**src/rtl/clean_point_buffer_pkg.sv**
```systemverilog
// Shared radar definitions for the clean point buffer.
// Holds the point width, the tag field position, the statistics counter
// width and the layout of one FIFO entry (point plus frame-last flag).
package clean_point_buffer_pkg;

   localparam int unsigned POINT_W = 128;
   localparam int unsigned TAG_MSB = 127;
   localparam int unsigned TAG_LSB = 112;
   localparam int unsigned TAG_W   = TAG_MSB - TAG_LSB + 1;
   localparam int unsigned STAT_W  = 16;
   localparam int unsigned ENTRY_W = POINT_W + 1;

   typedef struct packed {
      logic               last;
      logic [POINT_W-1:0] point;
   } fifo_entry_t;

endpackage

```
**src/rtl/point_fifo_core.sv**
```systemverilog
// First-word-fall-through FIFO core holding the pointers and occupancy.
// Ports:
//   clk, reset    - clock, asynchronous active-high reset (empties the FIFO)
//   i_push        - write request
//   i_data        - write data
//   i_ready       - consumer ready; head is popped when o_valid && i_ready
//   o_valid       - head entry valid
//   o_data        - head entry, zero while empty
//   o_count       - occupancy, 0..DEPTH
//   o_lost        - write request dropped because the FIFO was full with no pop
module point_fifo_core #(
   parameter int unsigned DEPTH = 16,
   parameter int unsigned WIDTH = 129
) (
   input  logic                     clk,
   input  logic                     reset,
   input  logic                     i_push,
   input  logic [WIDTH-1:0]         i_data,
   input  logic                     i_ready,
   output logic                     o_valid,
   output logic [WIDTH-1:0]         o_data,
   output logic [$clog2(DEPTH):0]   o_count,
   output logic                     o_lost
);

   localparam int unsigned AW = $clog2(DEPTH);

   logic [WIDTH-1:0] r_mem [DEPTH];
   logic [AW:0]      r_wr_ptr;
   logic [AW:0]      r_rd_ptr;

   logic w_empty;
   logic w_full;
   logic w_pop;
   logic w_push;

   // Extra pointer MSB separates full (MSBs differ) from empty (equal).
   assign w_empty = (r_wr_ptr == r_rd_ptr);
   assign w_full  = (r_wr_ptr[AW] != r_rd_ptr[AW]) &&
                    (r_wr_ptr[AW-1:0] == r_rd_ptr[AW-1:0]);
   assign w_pop   = i_ready && !w_empty;
   // A pop on the same edge frees the slot the write lands in.
   assign w_push  = i_push && (!w_full || w_pop);

   always_ff @(posedge clk or posedge reset) begin
      if (reset) begin
         r_wr_ptr <= '0;
         r_rd_ptr <= '0;
      end else begin
         if (w_push) r_wr_ptr <= r_wr_ptr + 1'b1;
         if (w_pop)  r_rd_ptr <= r_rd_ptr + 1'b1;
      end
   end

   // Storage is not reset; pointers alone define what is valid.
   always_ff @(posedge clk) begin
      if (w_push) r_mem[r_wr_ptr[AW-1:0]] <= i_data;
   end

   assign o_valid = !w_empty;
   assign o_data  = w_empty ? '0 : r_mem[r_rd_ptr[AW-1:0]];
   assign o_count = r_wr_ptr - r_rd_ptr;
   assign o_lost  = i_push && !w_push;

endmodule

```
**src/rtl/clean_point_buffer.sv**
```systemverilog
// Buffers points from the static clutter filter into a FWFT FIFO.
// Suppressed points (tag == 0) are either discarded and counted or stored,
// depending on DROP_SUPPRESSED. A discarded point that ends a frame is
// replaced by a zero terminator entry so the frame boundary survives.
// Ports:
//   clk, reset    - clock, asynchronous active-high reset
//   valid_in      - clean_point valid (no backpressure)
//   clean_point   - 128-bit point, tag in [127:112]
//   frame_end     - last point of a frame, qualified by valid_in
//   stats_clear   - synchronous clear of drop_count and overflow
//   out_ready     - consumer ready
//   out_valid / out_point / out_last - head entry
//   fifo_count    - occupancy
//   drop_count    - saturating count of discarded suppressed points
//   overflow      - sticky, a write was lost to a full FIFO
module clean_point_buffer
   import clean_point_buffer_pkg::*;
#(
   parameter int unsigned DEPTH           = 16,
   parameter int unsigned DROP_SUPPRESSED = 1
) (
   input  logic                     clk,
   input  logic                     reset,
   input  logic                     valid_in,
   input  logic [POINT_W-1:0]       clean_point,
   input  logic                     frame_end,
   input  logic                     stats_clear,
   input  logic                     out_ready,
   output logic                     out_valid,
   output logic [POINT_W-1:0]       out_point,
   output logic                     out_last,
   output logic [$clog2(DEPTH):0]   fifo_count,
   output logic [STAT_W-1:0]        drop_count,
   output logic                     overflow
);

   logic        w_suppressed;
   logic        w_drop;
   logic        w_push;
   logic        w_lost;
   fifo_entry_t w_wr_entry;
   fifo_entry_t w_head;

   assign w_suppressed = valid_in && (clean_point[TAG_MSB:TAG_LSB] == TAG_W'(0));
   assign w_drop       = w_suppressed && (DROP_SUPPRESSED != 0);
   // A dropped frame-ending point still pushes a terminator.
   assign w_push       = valid_in && (!w_drop || frame_end);

   always_comb begin
      w_wr_entry = '0;
      if (w_drop) begin
         w_wr_entry.last  = 1'b1;
         w_wr_entry.point = '0;
      end else begin
         w_wr_entry.last  = frame_end;
         w_wr_entry.point = clean_point;
      end
   end

   point_fifo_core #(
      .DEPTH (DEPTH),
      .WIDTH (ENTRY_W)
   ) u_fifo (
      .clk     (clk),
      .reset   (reset),
      .i_push  (w_push),
      .i_data  (w_wr_entry),
      .i_ready (out_ready),
      .o_valid (out_valid),
      .o_data  (w_head),
      .o_count (fifo_count),
      .o_lost  (w_lost)
   );

   assign out_point = w_head.point;
   assign out_last  = w_head.last;

   // An event on the same edge as stats_clear wins over the clear.
   always_ff @(posedge clk or posedge reset) begin
      if (reset) begin
         drop_count <= '0;
         overflow   <= 1'b0;
      end else begin
         if (w_drop) begin
            if (stats_clear)        drop_count <= STAT_W'(1);
            else if (!(&drop_count)) drop_count <= drop_count + STAT_W'(1);
         end else if (stats_clear) begin
            drop_count <= '0;
         end

         if (w_lost)           overflow <= 1'b1;
         else if (stats_clear) overflow <= 1'b0;
      end
   end

endmodule

```
**config.mk**
```make
export PLATFORM = sky130hd
export DESIGN_NAME = clean_point_buffer
export DESIGN_NICKNAME = d
export VERILOG_FILES = /design/src/rtl/clean_point_buffer_pkg.sv /design/src/rtl/point_fifo_core.sv /design/src/rtl/clean_point_buffer.sv
export SDC_FILE = /design/constraint.sdc
export NUM_CORES = 2
export LEC_CHECK = 0
export CAP_MARGIN = 40
export CORE_UTILIZATION = 40
export CTS_BUF_LIST = sky130_fd_sc_hd__clkbuf_2
export DETAILED_ROUTE_END_ITERATION = 10
export GPL_TIMING_DRIVEN = 0
export PLACE_DENSITY = 0.54
export SYNTH_ARGS = -nofsm -noshare
export SYNTH_HDL_FRONTEND = slang
export SYNTH_HIERARCHICAL = 1
export SYNTH_SLANG_ARGS = --single-unit
```
**constraint.sdc**
```tcl
create_clock -name clk -period 35.2 [get_ports clk]
set_input_delay 5.28 -clock clk [delete_from_list [all_inputs] [get_ports clk]]
set_output_delay 5.28 -clock clk [all_outputs]
set_load 0.01 [all_outputs]
```
Yosys cells after proc, flatten, opt, wreduce, memory -nomap -nowiden
Memory sizes are Yosys's and may differ from the RTL's.
Index checks and enable logic that the tools add are counted.
{ "totals": {"regBits": 27, "mem_bits_rw": 2064, "output_inout_bits": 152, "wordCells": 40, "mem_count": 1} }
{ "memory_table": {"columns": ["memory", "depth", "width", "rd", "rd_clocked_by_memory_dff", "wr", "line_no", "rtl"], "rows": [
  ["u_fifo.r_mem", 16, 129, 1, 0, 1, "point_fifo_core.sv:28", "logic [WIDTH-1:0] r_mem [DEPTH];"]
]} }
{ "op_classes": {"addsub": 4, "eq_ne": 4, "mux": 10, "reduce_logical": 17} }
{ "op_table": {"columns": ["operator", "count"], "rows": [
  ["$mux 129", 2],
  ["$mux 16", 4],
  ["$add 16x1->16 const B", 1],
  ["$logic_not 16->1", 1],
  ["$reduce_and 16->1", 1],
  ["$add 5x1->5 const B", 2],
  ["$logic_and 1x1->1", 6],
  ["$eq 5x5->1", 1],
  ["$sub 5x5->5", 1],
  ["$eq 4x4->1", 1],
  ["$logic_not 1->1", 4],
  ["$mux 1", 4],
  ["$reduce_bool 2->1", 2],
  ["$logic_or 1x1->1", 2],
  ["$ne 2x2->1 const B", 1],
  ["$reduce_and 2->1", 1],
  ["$ne 1x1->1", 1]
]} }

Longest topological paths before layout
{ "logic_depth": {"ltp_word": 9, "mapped_depth": 13, "mapped_depth_nobuf": 7} }

By module
Netlist, hierarchy kept.
{ "by_module_without_submodules": {"columns": ["mod", "instances", "cells_each", "area_each_um2"], "rows": [
  ["point_fifo_core", 1, 3511, 79269.8],
  ["clean_point_buffer", 1, 267, 1978.1]
]} }

Worst setup path before layout
No wires, ideal clock.
{ "synth_path": {"path_kind": "input -> register", "from": "input port valid_in", "to": "memory u_fifo.r_mem[0][0] (enable)", "t_arrival_ns": 14.718, "required_time_ns": 34.425, "setup_slack_ns": 19.707, "path_stages": 6, "path_cell_list": "nor4b_4 nand2_1 o31a_1 o31a_1 nand2_1 nor3_1"} }
{ "synth_via": {"elab_chain_cells": 7} }
{ "synth_lines": {"columns": ["element", "line_no", "rtl"], "rows": [
  ["from (decl)", "clean_point_buffer.sv:24", "input logic valid_in,"],
  ["$logic_and 1x1->1", "clean_point_buffer.sv:44", "assign w_suppressed = valid_in && (clean_point[TAG_MSB:TAG_LSB] == TAG_W'(0));"],
  ["$logic_not 1->1", "clean_point_buffer.sv:47", "assign w_push = valid_in && (!w_drop || frame_end);"],
  ["$logic_or 1x1->1", "clean_point_buffer.sv:47", null],
  ["$logic_and 1x1->1 *", "clean_point_buffer.sv:47", null],
  ["net w_push", "clean_point_buffer.sv:39", "logic w_push;"],
  ["$logic_and 1x1->1 *", "point_fifo_core.sv:43", "assign w_push = i_push && (!w_full || w_pop);"],
  ["$mux 1 *", "point_fifo_core.sv:57", "if (w_push) r_mem[r_wr_ptr[AW-1:0]] <= i_data;"],
  ["$mux 1 (not written as such) *", "point_fifo_core.sv:57", null],
  ["to (decl)", "point_fifo_core.sv:28", null]
]} }
The timed path passes the listed nets; every way through them passes the cells marked *.

Worst setup path in the final report
{ "layout_path": {"from": "register u_fifo.r_rd_ptr[1]", "to": "output port out_point[126]"} }
{ "layout_via": {"elab_chain_cells": 2, "word_cells_on_any_way": 3} }
{ "layout_lines": {"columns": ["element", "line_no", "rtl"], "rows": [
  ["from (decl)", "point_fifo_core.sv:30", "logic [AW:0] r_rd_ptr;"],
  ["from (signal assigned)", "point_fifo_core.sv:51", "if (w_pop) r_rd_ptr <= r_rd_ptr + 1'b1;"],
  ["$mem_v2 16x129 or $eq 5x5->1 (tied branches)", null, null],
  ["$mux 129 *", "point_fifo_core.sv:61", "assign o_data = w_empty ? '0 : r_mem[r_rd_ptr[AW-1:0]];"],
  ["to (decl)", "clean_point_buffer.sv:30", "output logic [POINT_W-1:0] out_point,"]
]} }
Mark *: on every way between the ends. The rest lies on a longest branch, timed or not.

==> impl_summary.md <==
Status
The run finished, with violations left. The final reports fail on design-rule violations.

Worst setup path
The signal on the critical path passes through buf_2, buf_6, buf_4, buf_2, buf_2, inv_1, ha_1, and4_1, nand2_1, buf_16, clkbuf_2, buf_16, clkbuf_1, nand3_1, nand3_1, clkdlybuf4s50_1. For this run, the slowest stage of the critical path takes around 0.68 ns. The worst register-to-register path ends at u_fifo/r_mem[2][75].

The worst endpoint data arrival time is 7.69 ns. The most critical setup path has its startpoint at u_fifo/r_rd_ptr[1]. The kind of critical path is reg2out. The register-to-register setup slack is 29.54 ns. The total buffers and inverters traversed by the critical path is 11. STA classifies the critical path endpoint as an output pin. The startpoint type of the worst setup path is a flip-flop. The reg-to-reg critical path startpoint is u_fifo/r_rd_ptr[1]. The critical path runs through a total of 16 cells. For the worst flop-to-flop path, the logic depth is 18.

The slowest stage cell on the critical path is sky130_fd_sc_hd__clkbuf_1. The most critical setup path has its endpoint at out_point[126]. By instance count, the cell type seen most on the critical path is sky130_fd_sc_hd__buf_2. STA puts the critical path data required time at about 30 ns. Along the worst path, the maximum fanout reaches 10.

The kind of cell with the highest combined delay on the critical path is buffers and inverters.

Power
IR analysis of the VDD net gives a maximum drop of 0.0419 mV. The switching power as a share of total power is around a third. Summed over all cells, the static leakage comes to roughly 32 nW.

Cell internal power was estimated by the tool at ~0.0049 W. The logic gate share of total power is 38.6%. The part of the power in registers is 40.3%. The clock network is responsible for 21.0% of the overall power. In this run the power density over the cells is 78.1 nW/um^2.

The analysis attributes to net switching a power of 0.00259 W.

Floorplan
between 200 and 300 I/O pins were placed. The initial core utilization is 40.2%. The height of the die is between 400 and 500 um. From left edge to right edge, the die measures 453 um. The floorplan die area is 205,000 sq um. The region available for standard cell placement spans 202,000 sq um. The floorplan has between 150 and 200 rows.

Synth
The area share of the leading cell type in the synthesized netlist is 76.3%. Yosys printed 6 warnings. After synthesis, flip-flops and latches occupy 77.1% of the total area.

The share of flip-flops with an asynchronous set or reset after synthesis is 1.29%. Among all flip-flop cells after synthesis, the most frequent one is sky130_fd_sc_hd__edfxtp_1. The number of synthesized register bits is 2,091. The synthesized instance count is approximately 3,800. The cell area after synthesis is between 80,000 and 90,000 sq um. Yosys attributes the largest share of cell area to sky130_fd_sc_hd__edfxtp_1, sky130_fd_sc_hd__mux4_2, sky130_fd_sc_hd__nand3_1. The most frequently used cell type in the post-synthesis netlist is sky130_fd_sc_hd__edfxtp_1.

The largest total area in the synthesized netlist belongs to sky130_fd_sc_hd__edfxtp_1. The net count of the mapped netlist is 3,923. The count of flip-flops with a built-in enable after synthesis is 2,064. A synthesized cell averages 21.5 sq um.

The commonest cells after synthesis are sky130_fd_sc_hd__edfxtp_1, sky130_fd_sc_hd__mux4_2, sky130_fd_sc_hd__nand3_1, sky130_fd_sc_hd__nand2_1, sky130_fd_sc_hd__mux2_2. The number of distinct standard cells referenced by the synthesized netlist is 52.

CTS
The root buffer cell is sky130_fd_sc_hd__clkbuf_2. The buffer levels on the longest clock path is 4. The clock edge transition at the registers on the reported setup and hold paths is 0.10 ns. The clock latency at the later pin of the worst-skew pair is ~1.8 ns. Once the clock tree was built, the resizer swapped 0 gates to a different size. The TritonCTS clock tree is built. CTS saw between 2,000 and 2,500 sinks.

The number of buffers inserted to repair setup after CTS is 0. The H-tree was split into 6 levels. In this run, CTS created clock tree buffers numbering 554. The number of hold buffers added after cts is 0.

GRT
The global-route wire length before repair is between 300,000 and 400,000 um. For this run, the total global-route usage over all layers was measured as 21.0%. The number of antenna violations at the first check in global routing came to 13.

The remaining global-route overflow is 0. The pin count of the biggest net entering global routing is 25. The number of global-route vias before repair is 44,949.

Finish
The area growth from synthesis to layout is 18.0%. Of the cells placed in the final design, the portion with a size suffix greater than 1 is 36.2%. The net count of the finished layout is 5,058.

Flow run
The number of max-cap violations is 0.

Route
The post-route antenna net violation count is 0. The final layout contains routed wiring with a total length of 215,000 um. After detailed routing, the number of remaining DRC violations is 4. The first detailed-routing pass ran for 8 iterations. For this block, the via count after detailed routing is 42,191. The first routing iteration left 3,492 violations. After detailed routing, the average wire length per cell comes to 27.0 um.

The post-detailed-route via-to-cell ratio is 5.32.

STA
The number of pins with negative max-slew slack in the final report is 0. The final worst clock skew is 0.139 ns. After layout, the minimum clock period comes to 12.97 ns. The fraction of the cycle the final worst path needs is 36.8%. For the pin with the worst max-slew slack, the measured transition is 1.21 ns. In this run the tightest slew margin relative to its limit is 19.3%. The total setup violations reported at the end of the flow is 0.

The top achievable clock speed is 0.0771 GHz. The sum of negative setup slack is 0 ns. The count of endpoints failing hold in the final timing report came to 0. Setup repair after global routing left no endpoint under its margin.

The tightest hold path in the finished design has a slack of roughly 0.50 ns.

Placement
The routability congestion estimate from global placement is 0.749. Input and output buffers added on the ports amount to 285. The half-perimeter wire length of the detailed placement result is 142,000 um.

Worst hold path
In this run the worst hold path is classified as reg2reg. Along the worst hold path, the cell count comes to 1.
-- metrics by stage --
step | utilization (%) | setup slack, ns | instances | total power [W] | cell area, sq um
6_report | 47.5 | 22.23 | 7932 | 0.00749 | 95900
5_1_grt | 47.5 | 21.95 | 7926 | 0.00788 | 95900
4_1_cts | 47.4 | 22.01 | 7903 | 0.00763 | 95700
3_5_place_dp | 45.2 | 24.11 | 7011 | 0.00604 | 91300
3_3_place_gp | 43.3 | 7.26 | 6735 | 0.00603 | 87400
2_1_floorplan | - | 19.71 | 3778 | 0.00471 | 81200
-- registers in the layout, summed over array words and instances (netlist names) --
name / count
overflow: 1
u_fifo/r_mem: 2064
u_fifo/r_rd_ptr: 5
u_fifo/r_wr_ptr: 5
drop_count: 16
-- area by class of cell --
type / count / area (sq um)
buffer: 235 / 1200
fill: 17303 / 106000
tap: 2672 / 3340
multi-input combinational: 1441 / 17500
clock buffer: 792 / 3960
clock inverter: 100 / 494
timing repair buffer: 579 / 6710
antenna: 11 / 27.5
inverter: 11 / 41.3
sequential: 2091 / 62700
-- cell usage in the layout, fill, tap and decap left out, types with 4 or more instances in the layout --
master / n
sky130_fd_sc_hd__buf_4: 147
sky130_fd_sc_hd__nor3_2: 4
sky130_fd_sc_hd__ha_1: 10
sky130_fd_sc_hd__nor2_4: 12
sky130_fd_sc_hd__mux2_2: 131
sky130_fd_sc_hd__diode_2: 11
sky130_fd_sc_hd__mux4_2: 516
sky130_fd_sc_hd__nand2_1: 147
sky130_fd_sc_hd__buf_12: 62
sky130_fd_sc_hd__clkinv_1: 72
sky130_fd_sc_hd__nor2b_1: 115
sky130_fd_sc_hd__xnor2_1: 10
sky130_fd_sc_hd__a21oi_1: 13
sky130_fd_sc_hd__edfxtp_1: 2064
sky130_fd_sc_hd__nor2_1: 10
sky130_fd_sc_hd__o21ai_0: 8
sky130_fd_sc_hd__buf_2: 82
sky130_fd_sc_hd__bufinv_16: 4
sky130_fd_sc_hd__clkbuf_2: 797
sky130_fd_sc_hd__and4_1: 4
sky130_fd_sc_hd__buf_6: 76
sky130_fd_sc_hd__or3_1: 4
sky130_fd_sc_hd__clkdlybuf4s50_1: 285
sky130_fd_sc_hd__nand4_1: 8
sky130_fd_sc_hd__and3_1: 8
sky130_fd_sc_hd__inv_2: 15
sky130_fd_sc_hd__clkbuf_1: 107
sky130_fd_sc_hd__clkinv_2: 8
sky130_fd_sc_hd__inv_1: 11
sky130_fd_sc_hd__buf_1: 14
sky130_fd_sc_hd__a21o_1: 4
sky130_fd_sc_hd__dfrtp_1: 27
sky130_fd_sc_hd__buf_16: 34
sky130_fd_sc_hd__nand3_1: 394
-- how the worst min path moves through the flow --
| stage | from | end | slack, ns |
|---|---|---|---|
| floorplan | u_fifo/r_wr_ptr[4] | u_fifo/r_wr_ptr[4] | 0.46 |
| global placement | u_fifo/r_wr_ptr[4] | u_fifo/r_wr_ptr[4] | 0.48 |
| detailed placement | u_fifo/r_wr_ptr[4] | u_fifo/r_wr_ptr[4] | 0.48 |
| CTS | u_fifo/r_wr_ptr[4] | u_fifo/r_wr_ptr[4] | 0.50 |
| global route | u_fifo/r_wr_ptr[4] | u_fifo/r_wr_ptr[4] | 0.51 |
| finish | u_fifo/r_wr_ptr[4] | u_fifo/r_wr_ptr[4] | 0.50 |
-- cell families (layout without fill, tap and decap cells) --
| logic type | Yosys count | in the layout | synth area share, % |
|---|---|---|---|
| AND/OR/NAND/NOR | 731 | 731 | 4.62 |
| other | 0 | 11 | 0 |
| buffers and inverters | 246 | 1717 | 1.52 |
| adder cells (fa/ha/maj) | 11 | 11 | 0.179 |
| XOR/XNOR | 13 | 13 | 0.140 |
| AO/OA/AOI/OAI | 38 | 38 | 0.294 |
| multiplexers | 648 | 648 | 16.1 |
| flip-flops | 2091 | 2091 | 77.1 |
-- power groups by stage --
stage / Sequential, W / Combinational [W] / Clock [W]
6_report: 0.00302 / 0.00289 / 0.00158
5_1_grt: 0.00304 / 0.00308 / 0.00176
4_1_cts: 0.00302 / 0.00297 / 0.00164
3_5_place_dp: 0.00308 / 0.00295 / 0
3_3_place_gp: 0.00322 / 0.00281 / 0
2_1_floorplan: 0.00313 / 0.00159 / 0
-- metal layers --
| layer | GRT usage [%] | up-vias | part of all wire, % |
|---|---|---|---|
| li1 | - | 18236 | - |
| met4 | 7.62 | 6 | 2.6 |
| met1 | 27.5 | 22192 | 42 |
| met5 | 0 | - | 0.013 |
| met2 | 34.5 | 1431 | 50 |
| met3 | 4.72 | 326 | 6.1 |
Power figures use the tool's default switching activity.
